`src/rtl/multi_mode_shift_reg.sv`:
```
// multi_mode_shift_reg: load/shift/rotate register stepping one bit per clock for multi-bit distances
module multi_mode_shift_reg #(
    parameter int N     = 8,
    parameter int AMT_W = 3
) (
    input  logic             clk,
    input  logic             rst,
    input  logic             start,
    input  logic [2:0]       mode,
    input  logic [AMT_W-1:0] amt,
    input  logic [N-1:0]     d,
    input  logic             sin,
    output logic [N-1:0]     q,
    output logic             sout,
    output logic             busy,
    output logic             done
);
    typedef enum logic [2:0] {NOP, LOAD, SLL, SRL, ROL, ROR, SRA, SLA} mode_t;
    typedef enum logic {IDLE, SHIFT} state_t;
    state_t           r_state;
    mode_t            r_mode;
    logic [AMT_W-1:0] r_cnt;
    logic [N-1:0]     r_q;
    logic             r_sout;
    logic             r_busy;
    logic             r_done;
    mode_t            w_mode;
    logic             w_left;
    logic             w_fill;
    logic             w_out;
    logic [N-1:0]     w_next;
    assign q    = r_q;
    assign sout = r_sout;
    assign busy = r_busy;
    assign done = r_done;
    // the accept edge steps with the incoming mode, later edges with the latched one
    always_comb begin
        w_mode = (r_state == IDLE) ? mode_t'(mode) : r_mode;
        w_left = (w_mode == SLL) || (w_mode == ROL) || (w_mode == SLA);
        w_fill = (w_mode == SLL || w_mode == SRL) ? sin :
                 (w_mode == ROL || w_mode == SRA) ? r_q[N-1] :
                 (w_mode == ROR) ? r_q[0] : 1'b0;
        w_next = w_left ? {r_q[N-2:0], w_fill} : {w_fill, r_q[N-1:1]};
        w_out  = w_left ? r_q[N-1] : r_q[0];
    end
    always_ff @(posedge clk) begin
        if (rst) begin
            r_state <= IDLE;
            r_mode  <= NOP;
            r_cnt   <= '0;
            r_q     <= '0;
            r_sout  <= 1'b0;
            r_busy  <= 1'b0;
            r_done  <= 1'b0;
        end else begin
            r_done <= 1'b0;
            if (r_state == SHIFT) begin
                r_q    <= w_next;
                r_sout <= w_out;
                r_cnt  <= r_cnt - AMT_W'(1);
                if (r_cnt == AMT_W'(1)) begin
                    r_state <= IDLE;
                    r_busy  <= 1'b0;
                    r_done  <= 1'b1;
                end
            end else if (start) begin
                if (mode_t'(mode) == LOAD)
                    r_q <= d;
                if (mode_t'(mode) >= SLL && amt != '0) begin
                    r_q    <= w_next;
                    r_sout <= w_out;
                    r_mode <= w_mode;
                    r_cnt  <= amt - AMT_W'(1);
                    if (amt == AMT_W'(1))
                        r_done <= 1'b1;
                    else begin
                        r_state <= SHIFT;
                        r_busy  <= 1'b1;
                    end
                end else
                    r_done <= 1'b1;
            end
        end
    end
endmodule

```
`config.mk`:
```
export PLATFORM = sky130hd
export DESIGN_NAME = multi_mode_shift_reg
export DESIGN_NICKNAME = d
export VERILOG_FILES = /design/src/rtl/multi_mode_shift_reg.sv
export SDC_FILE = /design/constraint.sdc
export NUM_CORES = 1
export LEC_CHECK = 0
export BUFFER_PORTS_ARGS = -buffer_cell sky130_fd_sc_hd__buf_2
export CAP_MARGIN = 25
export CORE_MARGIN = 5
export CORE_UTILIZATION = 30
export CTS_CLUSTER_DIAMETER = 150
export DETAILED_ROUTE_END_ITERATION = 10
export REMOVE_ABC_BUFFERS = 1
export SYNTH_ARGS = -nofsm -noshare
export SYNTH_HDL_FRONTEND = slang
export SYNTH_SLANG_ARGS = --single-unit
```
`constraint.sdc`:
```
create_clock -name clk -period 3 [get_ports clk]
set_input_delay 0 -clock clk [delete_from_list [all_inputs] [get_ports clk]]
set_output_delay 0 -clock clk [all_outputs]
set_load 0.01 [all_outputs]
```
# After elaboration in Yosys (flattened, before gate mapping)
# Index checks and enable logic that the tools add are counted.
dict set report totals {
  regBits 18
}
dict set report classes {
  mux 31
  magnitude_cmp 1
  n_eq_ne 11
  add_sub_neg 2
  reduce_logical 13
  bitwise 1
}
# cell n
set ops {}
lappend ops {{$mux 8} 5}
lappend ops {{$mux 1} 22}
lappend ops {{$eq 3x3->1 const B} 4}
lappend ops {{$mux 3} 4}
lappend ops {{$eq 3x1->1 const B} 3}
lappend ops {{$eq 3x2->1 const B} 2}
lappend ops {{$reduce_bool 3->1} 2}
lappend ops {{$sub 3x1->3 const B} 2}
lappend ops {{$logic_or 1x1->1} 4}
lappend ops {{$reduce_and 2->1} 2}
lappend ops {{$reduce_and 4->1} 1}
lappend ops {{$reduce_bool 2->1} 2}
lappend ops {{$ge 3x2->1 const B} 1}
lappend ops {{$reduce_and 3->1} 1}
lappend ops {{$ne 2x1->1 const B} 1}
lappend ops {{$ne 2x2->1 const B} 1}
lappend ops {{$logic_and 1x1->1} 1}
lappend ops {{$not 1->1} 1}

# Logic depth before layout (Yosys ltp)
# Gate-level depths: netlist (run 1).
dict set report depth {
  word_depth 9
  depth_mapped 8
  depth_no_buf 7
}

# Worst setup path before layout (run 1)
# No wires, ideal clock.
dict set report synth_timing {
  kind {register to register}
  from {reg r_state}
  to {reg r_q[1] (netlist: q[1])}
  required_ns 2.868
  synth_period_minus_slack_ns 1.676
  path_slack_ns 1.324
  stages_incl_launch_ff 7
  arrival_time_ns 1.544
  path_buffers 1
  path_cell_list {dfxtp_1 > buf_6 > mux2_2 > nor3_4 > a211oi_1 > o311ai_0 > a21oi_1}
}
dict set report synth_between {
  elab_chain_cells 8
  elab_cells_between_ends 13
}
# item line_no
set synth_lines {}
lappend synth_lines {{start, declared} 20} ;# state_t r_state;
lappend synth_lines {{start signal, assigned} 48} ;# r_state <= IDLE;
lappend synth_lines {{start signal, assigned} 62} ;# r_state <= IDLE;
lappend synth_lines {{start signal, assigned} 77} ;# r_state <= SHIFT;
lappend synth_lines {{$mux 3} 38} ;# w_mode = (r_state == IDLE) ? mode_t'(mode) : r_mode;
lappend synth_lines {{$eq 3x2->1 / $eq 3x3->1 (equally long branches)} 39} ;# w_left = (w_mode == SLL) || (w_mode == ROL) || (w_mode == SLA);
lappend synth_lines {{$logic_or 1x1->1 (2 in series)} 39}
lappend synth_lines {{$mux 8} 43} ;# w_next = w_left ? {r_q[N-2:0], w_fill} : {w_fill, r_q[N-1:1]};
lappend synth_lines {{$mux 8} 69} ;# if (mode_t'(mode) >= SLL && amt != '0) begin
lappend synth_lines {{$mux 8} 66} ;# end else if (start) begin
lappend synth_lines {{$mux 8} 57} ;# if (r_state == SHIFT) begin
lappend synth_lines {{end signal, assigned} 58} ;# r_q <= w_next;
lappend synth_lines {{end signal, assigned} 70} ;# r_q <= w_next;
lappend synth_lines {{end, declared} 23} ;# logic [N-1:0] r_q;
# Parallel ways exist; a longest one is shown, timed or not. The select of a mux whose other input is x is not followed.
# A chain may end at the register's enable or synchronous reset.

# Worst setup path in the final report (run 1)
dict set report layout_timing {
  from {reg r_state}
  to {reg r_q[5] (netlist: q[5])}
}
# The elaborated chain is that of the path after synthesis.

==> results of run 1 <==
## power groups by stage
| stage | Combinational [W] | Sequential (W) | Clock (W) |
|---|---|---|---|
| global route | 0.000249 | 0.000294 | 0.000223 |
| CTS | 0.000222 | 0.000290 | 0.000216 |
| floorplan | 0.000150 | 0.000298 | 0 |
| finish | 0.000220 | 0.000290 | 0.000212 |
| detailed placement | 0.000221 | 0.000296 | 0 |
| global placement | 0.000220 | 0.000295 | 0 |
## final timing paths
path	to	cells after the start	slack, ps	from
min reg2reg	q[4]	2	470	q[4]
min	r_state	3	60	start
max reg2reg	q[5]	5	690	r_state
max	q[5]	5	690	r_state
## Yosys cell counts (all sizes together)
cell type and instances:
a211oi 16, a22oi 1, mux2i 8, or2 1, o21ai 3, nor4 1
nor3b 2, o311ai 6, and3 1, mux2 3, buf 4, a221oi 1
nor2 11, inv 15, a2111oi 2, nand2b 9, dfxtp 18, xor2 1
o211ai 3, nand2 9, nor3 2, nand3 6, a31oi 2, clkbuf 2
o31ai 1, xnor2 2, a21oi 13, a31o 2, ha 5
## metal layers
metal	global-route usage [%]	up-vias	routed length, um
met1	16.4	535	1560
li1	-	609	-
met5	0	-	0
met3	1.98	5	147
met4	4.08	0	53
met2	17.3	27	1340
## flip-flops by register name, summed over array words and instances, names as in the netlist
register,cells
r_cnt,3
r_mode,3
r_state,1
done,1
sout,1
q,8
busy,1
## area by class of cell
cell class	instances	area (sq um)
clock buffer	4	55.1
fill	468	2740
inverter	15	56.3
multi-input combinational	111	848
sequential	18	360
tap	52	65.1
timing repair buffer	28	140
## per-stage QoR
| step | setup WS [ps] | cells | hold WS (ps) | utilization, % | total power, W |
|---|---|---|---|---|---|
| 6_report | 695 | 228 | 56.3 | 35.8 | 0.000722 |
| 5_1_grt | 493 | 228 | 71.2 | 35.8 | 0.000766 |
| 4_1_cts | 722 | 228 | 52.7 | 35.8 | 0.000728 |
| 3_5_place_dp | 748 | 224 | 330 | 34.5 | 0.000517 |
| 3_3_place_gp | 778 | 224 | 325 | 34.5 | 0.000515 |
| 2_1_floorplan | 980 | 144 | 64.6 | - | 0.000448 |
## cells in the final DEF (no fill, tap or decap), types with 2 or more instances in the layout
cell type / n
o311ai_0: 6
clkbuf_8: 4
dfxtp_1: 18
mux2i_1: 6
mux2_2: 2
a21oi_1: 12
inv_1: 15
nand3_1: 6
nor3b_1: 2
nor2_1: 10
mux2i_4: 2
o21ai_0: 2
o211ai_1: 3
ha_1: 5
buf_2: 28
nand2_1: 9
a211oi_1: 15
nand2b_1: 9
## critical path: cells and delay by family, from the launching register on
| kind | cells | cell delay [ps] |
|---|---|---|
| flops | 1 | 840 |
| compound gates | 3 | 570 |
| mux | 1 | 440 |
| simple gates | 1 | 320 |
## cell families after synthesis
group                      share of synthesized area (%)
AOI/OAI and AO/OA                                   29.7
DFF                                                 27.7
adders and majority gates                           4.81
muxes                                               11.0
xor gates and xnor gates                            2.60
buffers and inverters                               7.03
and+or+nand+nor                                     17.1
==> reports/metrics.cfg, run 1 <==
[yosys]
yosys_warnings = 0
syn_avg_cell_area_sq_um = 8.67
synth.area.top_cells = dfxtp_1 (28%), a211oi_1 (8.7%), ha_1 (4.8%)
synth_cell_types = 43
synth.cell_area_sq_um = 1300
synth_top_area_share_pct = 27.7
ys_seq_elements = 18
yosysSeqAreaShare_pct = 27.7
yosysTopAreaCell = dfxtp_1
syn_inst = 150

[routing]
totalWireLength_um = 3100
wire_per_inst_um = 13.6
drtPass1Iterations = 4
drc = 0
drt_iter0_markers = 86
num_vias = 1176
final_antenna_net_count = 0
vias_per_cell = 5.16

[timing]
max_slew_margin_pct = 36.4
finalSetupViolations = 0
finalMaxSlewViolations = 0
fmax_ghz = 0.434
skew_ps = 2.28
fin_crit_ps = 2310
worst_slew_pin_slew_ps = 954
finalHoldViolCount = 0
grt_setup_unrepaired = false
finalSetupTns_ps = 0
fin_crit_sh_pct = 76.8

[floorplanning]
placementRows = 24
die_x_um = 75.8
start_util_pct = 30.5
core_area_sq_um = 4260
die_y_um = 75.8
ioPinCount = 29
die_area_sq_um = 5750

[clock_tree]
root_buffer = clkbuf_8
cts.clk_slew.worst_paths_ps = 80
cts_sinks = 18
ctsResizeCount = 0
cts_buffer_depth = 2
numCtsBuffers = 3
cts_tree = built
postCtsSetupRepairBufs = 0
insertion_delay_ps = 260
cts_max_level = 1
cts-hold-fix-buffers = 0

[min_path]
hp-class = input pin to flop

[critical_path]
crit_slowest_cell = dfxtp_1
crit_type = flop to flop
start_kind = flop
required_ps = 3140
worst_ep_arrival_time_ps = 2440
max_stage_delay_ps = 840
end_kind = flop
crit_path_max_fanout = 17
cp_cell_sequence = mux2_4 -> nor3_4 -> a211oi_1 -> o311ai_0 -> a21oi_1

[place]
dpl_cell_area_sq_um = 1470
routabilityCongestion = 0.802
place.port_buffers = 28
hpwl_um = 2370

[final_layout]
final_nets = 200
antenna_cells = 0
drive_above_1_share_pct = 27.3
area.growth.synth_to_final_pct = 17.3
stdcell_area_sq_um = 1530

[outcome]
status = finished clean

[power]
pwr-share-comb_pct = 30.5
p_leak_nw = 0.582
swShare_pct = 34.2
peakVddDrop_mv = 0.152
p_sw_w = 0.000247
power.share.sequential_pct = 40.2
p_int_w = 0.000476
p_clk_share_pct = 29.3
p_per_area_nw_per_um2 = 473

[global_route]
grt_pass1_vias = 1082
grt_pass1_wl_um = 5120
antenna_found_initial = 0
grt_use_total_pct = 11.5
grt_remaining_overflow = 0
grt_start_max_net_pins = 19

[run]
maxCapViolCount = 0

Note: power is estimated with default switching activity, not from simulation.
==> inputs of run 2 (changes only) <==
clock period = 2.05 ns   (was 3 ns; I/O delays follow)
==> run 2 against run 1 <==
Effect of this change: register-to-register slack got worse by 520 ps; sequential share of layout area decreased by 0.41 points; fmax rose by 23%; wire length rose by 1.1%; critical path type unchanged; critical endpoint is now q[6]; largest cell class unchanged.
==> reports/metrics.cfg, run 2 (synthesis results as in run 1) <==
[power]
swShare_pct = 34.2
power.share.sequential_pct = 41.2
p_per_area_nw_per_um2 = 654
p_sw_w = 0.000349
pwr-share-comb_pct = 34.1
p_clk_share_pct = 24.8
p_leak_nw = 0.604
peakVddDrop_mv = 0.249
p_int_w = 0.000670

[global_route]
grt_use_total_pct = 11.4
grt_pass1_vias = 1078
grt_start_max_net_pins = 19
antenna_found_initial = 0
grt_pass1_wl_um = 5090
grt_remaining_overflow = 0

[floorplanning]
die_area_sq_um = 5750
core_area_sq_um = 4260
ioPinCount = 29
die_y_um = 75.8
start_util_pct = 30.5
placementRows = 24
die_x_um = 75.8

[routing]
drt_iter0_markers = 95
highest_layer = met4
wl_met1_um = 1600
wire_per_inst_um = 13.4
wl_met3_um = 160
vias_per_cell = 5.06
drc = 0
met2_length_um = 1340
drtPass1Iterations = 5
totalWireLength_um = 3130
final_antenna_net_count = 0
num_vias = 1180

[final_layout]
antenna_cells = 0
drive_above_1_share_pct = 29.8
stdcell_count = 233
final_nets = 206
layout_commonest_cell = buf_2
final_cell_mix = buf_2 (28), dfxtp_1 (17), inv_1 (15), a211oi_1 (15), a21oi_1 (12)
area.growth.synth_to_final_pct = 19.8
largest_reg_flops = 8
final.fill_count = 467

[timing]
skew_ps = 6.17
max_slew_margin_pct = 71.1
finalSetupTns_ps = 0
finalHoldViolCount = 0
finalSetupViolations = 0
fmax_ghz = 0.533
finalMaxSlewViolations = 0
fin_crit_sh_pct = 91.5
grt_setup_unrepaired = false
worst_slew_pin_slew_ps = 431
fin_crit_ps = 1880

[min_path]
hold_end = r_mode[1]
hold_start = mode[1]
hp-class = input pin to flop
hold_depth = 3

[critical_path]
timing.rr.end = q[6]
start_kind = flop
r2r_cells = 5
required_ps = 2180
crit_path_max_fanout = 7
crit_type = flop to flop
end_kind = flop
r2r-start = r_state
worst_ep_arrival_time_ps = 2010
r2r_setup_slack_ps = 170

[outcome]
status = finished clean

[clock_tree]
numCtsBuffers = 3
root_buffer = clkbuf_8
cts.clk_slew.worst_paths_ps = 70
cts_sinks = 18
cts_max_level = 1
cts_buffer_depth = 2
cts_tree = built
insertion_delay_ps = 250
postCtsSetupRepairBufs = 0
cts-hold-fix-buffers = 0

[place]
dp.cells = 230
routabilityCongestion = 0.844
hpwl_um = 2450
place.port_buffers = 28

[run]
maxCapViolCount = 0

-- run 2: changes by cell type in the layout (fill, tap and decap cells not counted), sizes merged --
| cell | change |
|---|---|
| buf | +6 |
| clkbuf | -1 |
-- run 2: cell type report --
type	count	area [sq um]	share of cell area, %
clock buffers	3	41.3	2.65
inverters	15	56.3	3.61
multi-input cells	111	848	54.5
flip-flops and latches	18	362	23.2
well taps	52	65.1	4.18
repair buffers	34	185	11.9
-- run 2: stage by stage --
stage | util, % | hold WS [ps] | worst slack [ps] | cell area (sq um) | total power, W
2_1_floorplan | - | 64.6 | 29.7 | 1260 | 0.000655
3_3_place_gp | 35.5 | 318 | 75.4 | 1520 | 0.000773
3_5_place_dp | 35.5 | 338 | 38.2 | 1520 | 0.000773
4_1_cts | 36.5 | 71.8 | 27.8 | 1560 | 0.00103
5_1_grt | 36.5 | 87.9 | 53.8 | 1560 | 0.00109
6_report | 36.5 | 68.8 | 174 | 1560 | 0.00102
-- run 2: power groups by stage --
stage | combinational [W] | sequential, W | clock, W
CTS | 0.000347 | 0.000419 | 0.000261
global placement | 0.000346 | 0.000426 | 0
global route | 0.000387 | 0.000425 | 0.000274
finish | 0.000347 | 0.000419 | 0.000252
detailed placement | 0.000345 | 0.000428 | 0
floorplan | 0.000219 | 0.000436 | 0
-- run 2: critical path, cell delays in order, from the launching register on --
cell and delay, ps:
dfxtp_2 470, mux2_2 440, nor3_4 270, a211oi_1 90, o311ai_0 380, a21oi_1 110
-- run 2: what timing repair did --
action                                 CTS  global route
endpoints found under the hold margin    0             0
resized for setup                        0             1
setup endpoints to repair                0             5
-- run 2: worst max-delay path by stage --
stage / end / start / cells after the start
CTS: q[6] / r_state / 5
global route: q[6] / r_state / 5
global placement: q[6] / r_state / 5
finish: q[6] / r_state / 5
detailed placement: q[6] / r_state / 5
floorplan: q[1] / r_state / 5
-- run 2: layer usage --
metal	GRT usage [%]	vias up
li1	-	615
met5	0	-
met3	1.85	2
met2	17.3	23
met1	16.2	540
met4	4.08	0
==> inputs of run 3 (changes only) <==
CORE_UTILIZATION = 48   (was 30)
PLACE_DENSITY = 0.75   (was not set)
==> run 3 against run 2 <==
Effect of this change: final area shrank 3.5%; flip-flop and latch count unchanged; via count is 4.7% higher; register-to-register slack lost 30 ps; power fell by 2.7%; non-clock buffer count down 3; critical path depth unchanged; clock skew is 3.2 ps higher.
==> reports/metrics.cfg, run 3 (synthesis results as in run 1) <==
[clock_tree]
root_buffer = clkbuf_4
cts_max_level = 1
numCtsBuffers = 3
cts.clk_slew.worst_paths_ps = 120
insertion_delay_ps = 300
cts_sinks = 18
cts_buffer_depth = 2
cts_tree = built

[final_layout]
layout_commonest_cell = buf_2
antenna_cells = 0
final_nets = 203
stdcell_area_sq_um = 1500
drive_above_1_share_pct = 29.1
final.fill_count = 241
area.growth.synth_to_final_pct = 15.6
final_cell_mix = buf_2 (28), dfxtp_1 (17), inv_1 (15), a211oi_1 (15), a21oi_1 (12)
largest_reg_flops = 8
final_util_pct = 59.0
stdcell_count = 209

[global_route]
grt_pass1_wl_um = 5270
grt_pass1_vias = 1148
antenna_found_initial = 0
grt_start_max_net_pins = 19
grt_use_total_pct = 18.2
grt_remaining_overflow = 0

[min_path]
hold_start = mode[1]
hold_end = r_mode[1]
hold_depth = 3
hp-class = input pin to flop

[floorplanning]
die_y_um = 62.0
core_area_sq_um = 2540
start_util_pct = 51.1
die_x_um = 62.0
die_area_sq_um = 3850
placementRows = 18
ioPinCount = 29

[power]
p_per_area_nw_per_um2 = 660
p_leak_nw = 0.591
peakVddDrop_mv = 0.429

[timing]
max_slew_margin_pct = 73.8
finalSetupTns_ps = 0
finalSetupViolations = 0
skew_ps = 9.32
finalHoldViolCount = 0
fin_crit_sh_pct = 93.0
finalMaxSlewViolations = 0
fmax_ghz = 0.525
grt_setup_unrepaired = false
hold_slack_ps = 0.252
worst_slew_pin_slew_ps = 383
fin_crit_ps = 1910

[run]
maxCapViolCount = 0

[critical_path]
end_kind = flop
crit_type = flop to flop
max_stage_delay_ps = 460
crit_path_max_fanout = 13
required_ps = 2230
cp_cell_sequence = mux2_4 -> nor3_4 -> a211oi_1 -> o311ai_0 -> a21oi_1
r2r_setup_slack_ps = 140
r2r_cells = 5
worst_ep_arrival_time_ps = 2080
crit_slowest_cell = dfxtp_2
start_kind = flop
r2r-start = r_state
timing.rr.end = q[1]

[place]
dp.cells = 205
routabilityCongestion = 0.816
place.port_buffers = 28
hpwl_um = 2430
dpl_cell_area_sq_um = 1470

[outcome]
status = finished clean

[routing]
drt_iter0_markers = 42
totalWireLength_um = 3090
wire_per_inst_um = 14.8
drc = 0
num_vias = 1236
final_antenna_net_count = 0
vias_per_cell = 5.91
drtPass1Iterations = 4

## run 3: power by group
part / total (W) / switching (W) / internal, W
logic: 0.000345 / 0.000198 / 0.000147
clock network: 0.000229 / 0.000120 / 0.000108
registers: 0.000417 / 0.0000313 / 0.000386
total: 0.000991 / 0.000350 / 0.000642
## run 3: how the worst max path moves through the flow
stage	startpoint	slack, ps	depth (start not counted)	end
detailed placement	r_state	40	6	q[6]
CTS	r_state	10	6	q[6]
floorplan	r_state	30	5	q[1]
finish	r_state	140	5	q[1]
global route	r_state	40	6	q[2]
global placement	r_state	110	6	q[6]
## run 3: final cells by class
class / instances / area, sq um / area share (%)
clock buffer: 4 / 36.3 / 2.41
tap: 30 / 37.5 / 2.50
inverter: 15 / 56.3 / 3.75
multi-input combinational: 111 / 848 / 56.5
timing repair buffer: 31 / 163 / 10.8
sequential: 18 / 362 / 24.1
## run 3: critical path: cells and delay by family (launching register included)
family	cells	cell delay, ps
DFF	1	460
muxes	1	410
and+or+nand+nor	1	350
AOI/OAI and AO/OA	3	560
## run 3: routing by layer
metal / track usage [%] / vias up / share of wire [%]
li1: - / 611 / -
met1: 25.9 / 586 / 46
met2: 28.0 / 35 / 47
met3: 3.10 / 4 / 5.6
met4: 5.45 / 0 / 1.0
met5: 0 / - / 0
## run 3: what timing repair did
| action | CTS | global route |
|---|---|---|
| hold buffers | 0 | 0 |
| resized for setup | 0 | 4 |
| endpoints found under the setup margin | 0 | 8 |
| setup buffers | 0 | 0 |
| hold endpoints to repair | 0 | 0 |
## run 3: through the flow
stage          total power [W]  setup slack (ps)
6_report              0.000991               143
5_1_grt                0.00105              35.2
4_1_cts               0.000991              10.7
3_5_place_dp          0.000766              44.9
3_3_place_gp          0.000754               106
2_1_floorplan         0.000655              29.7
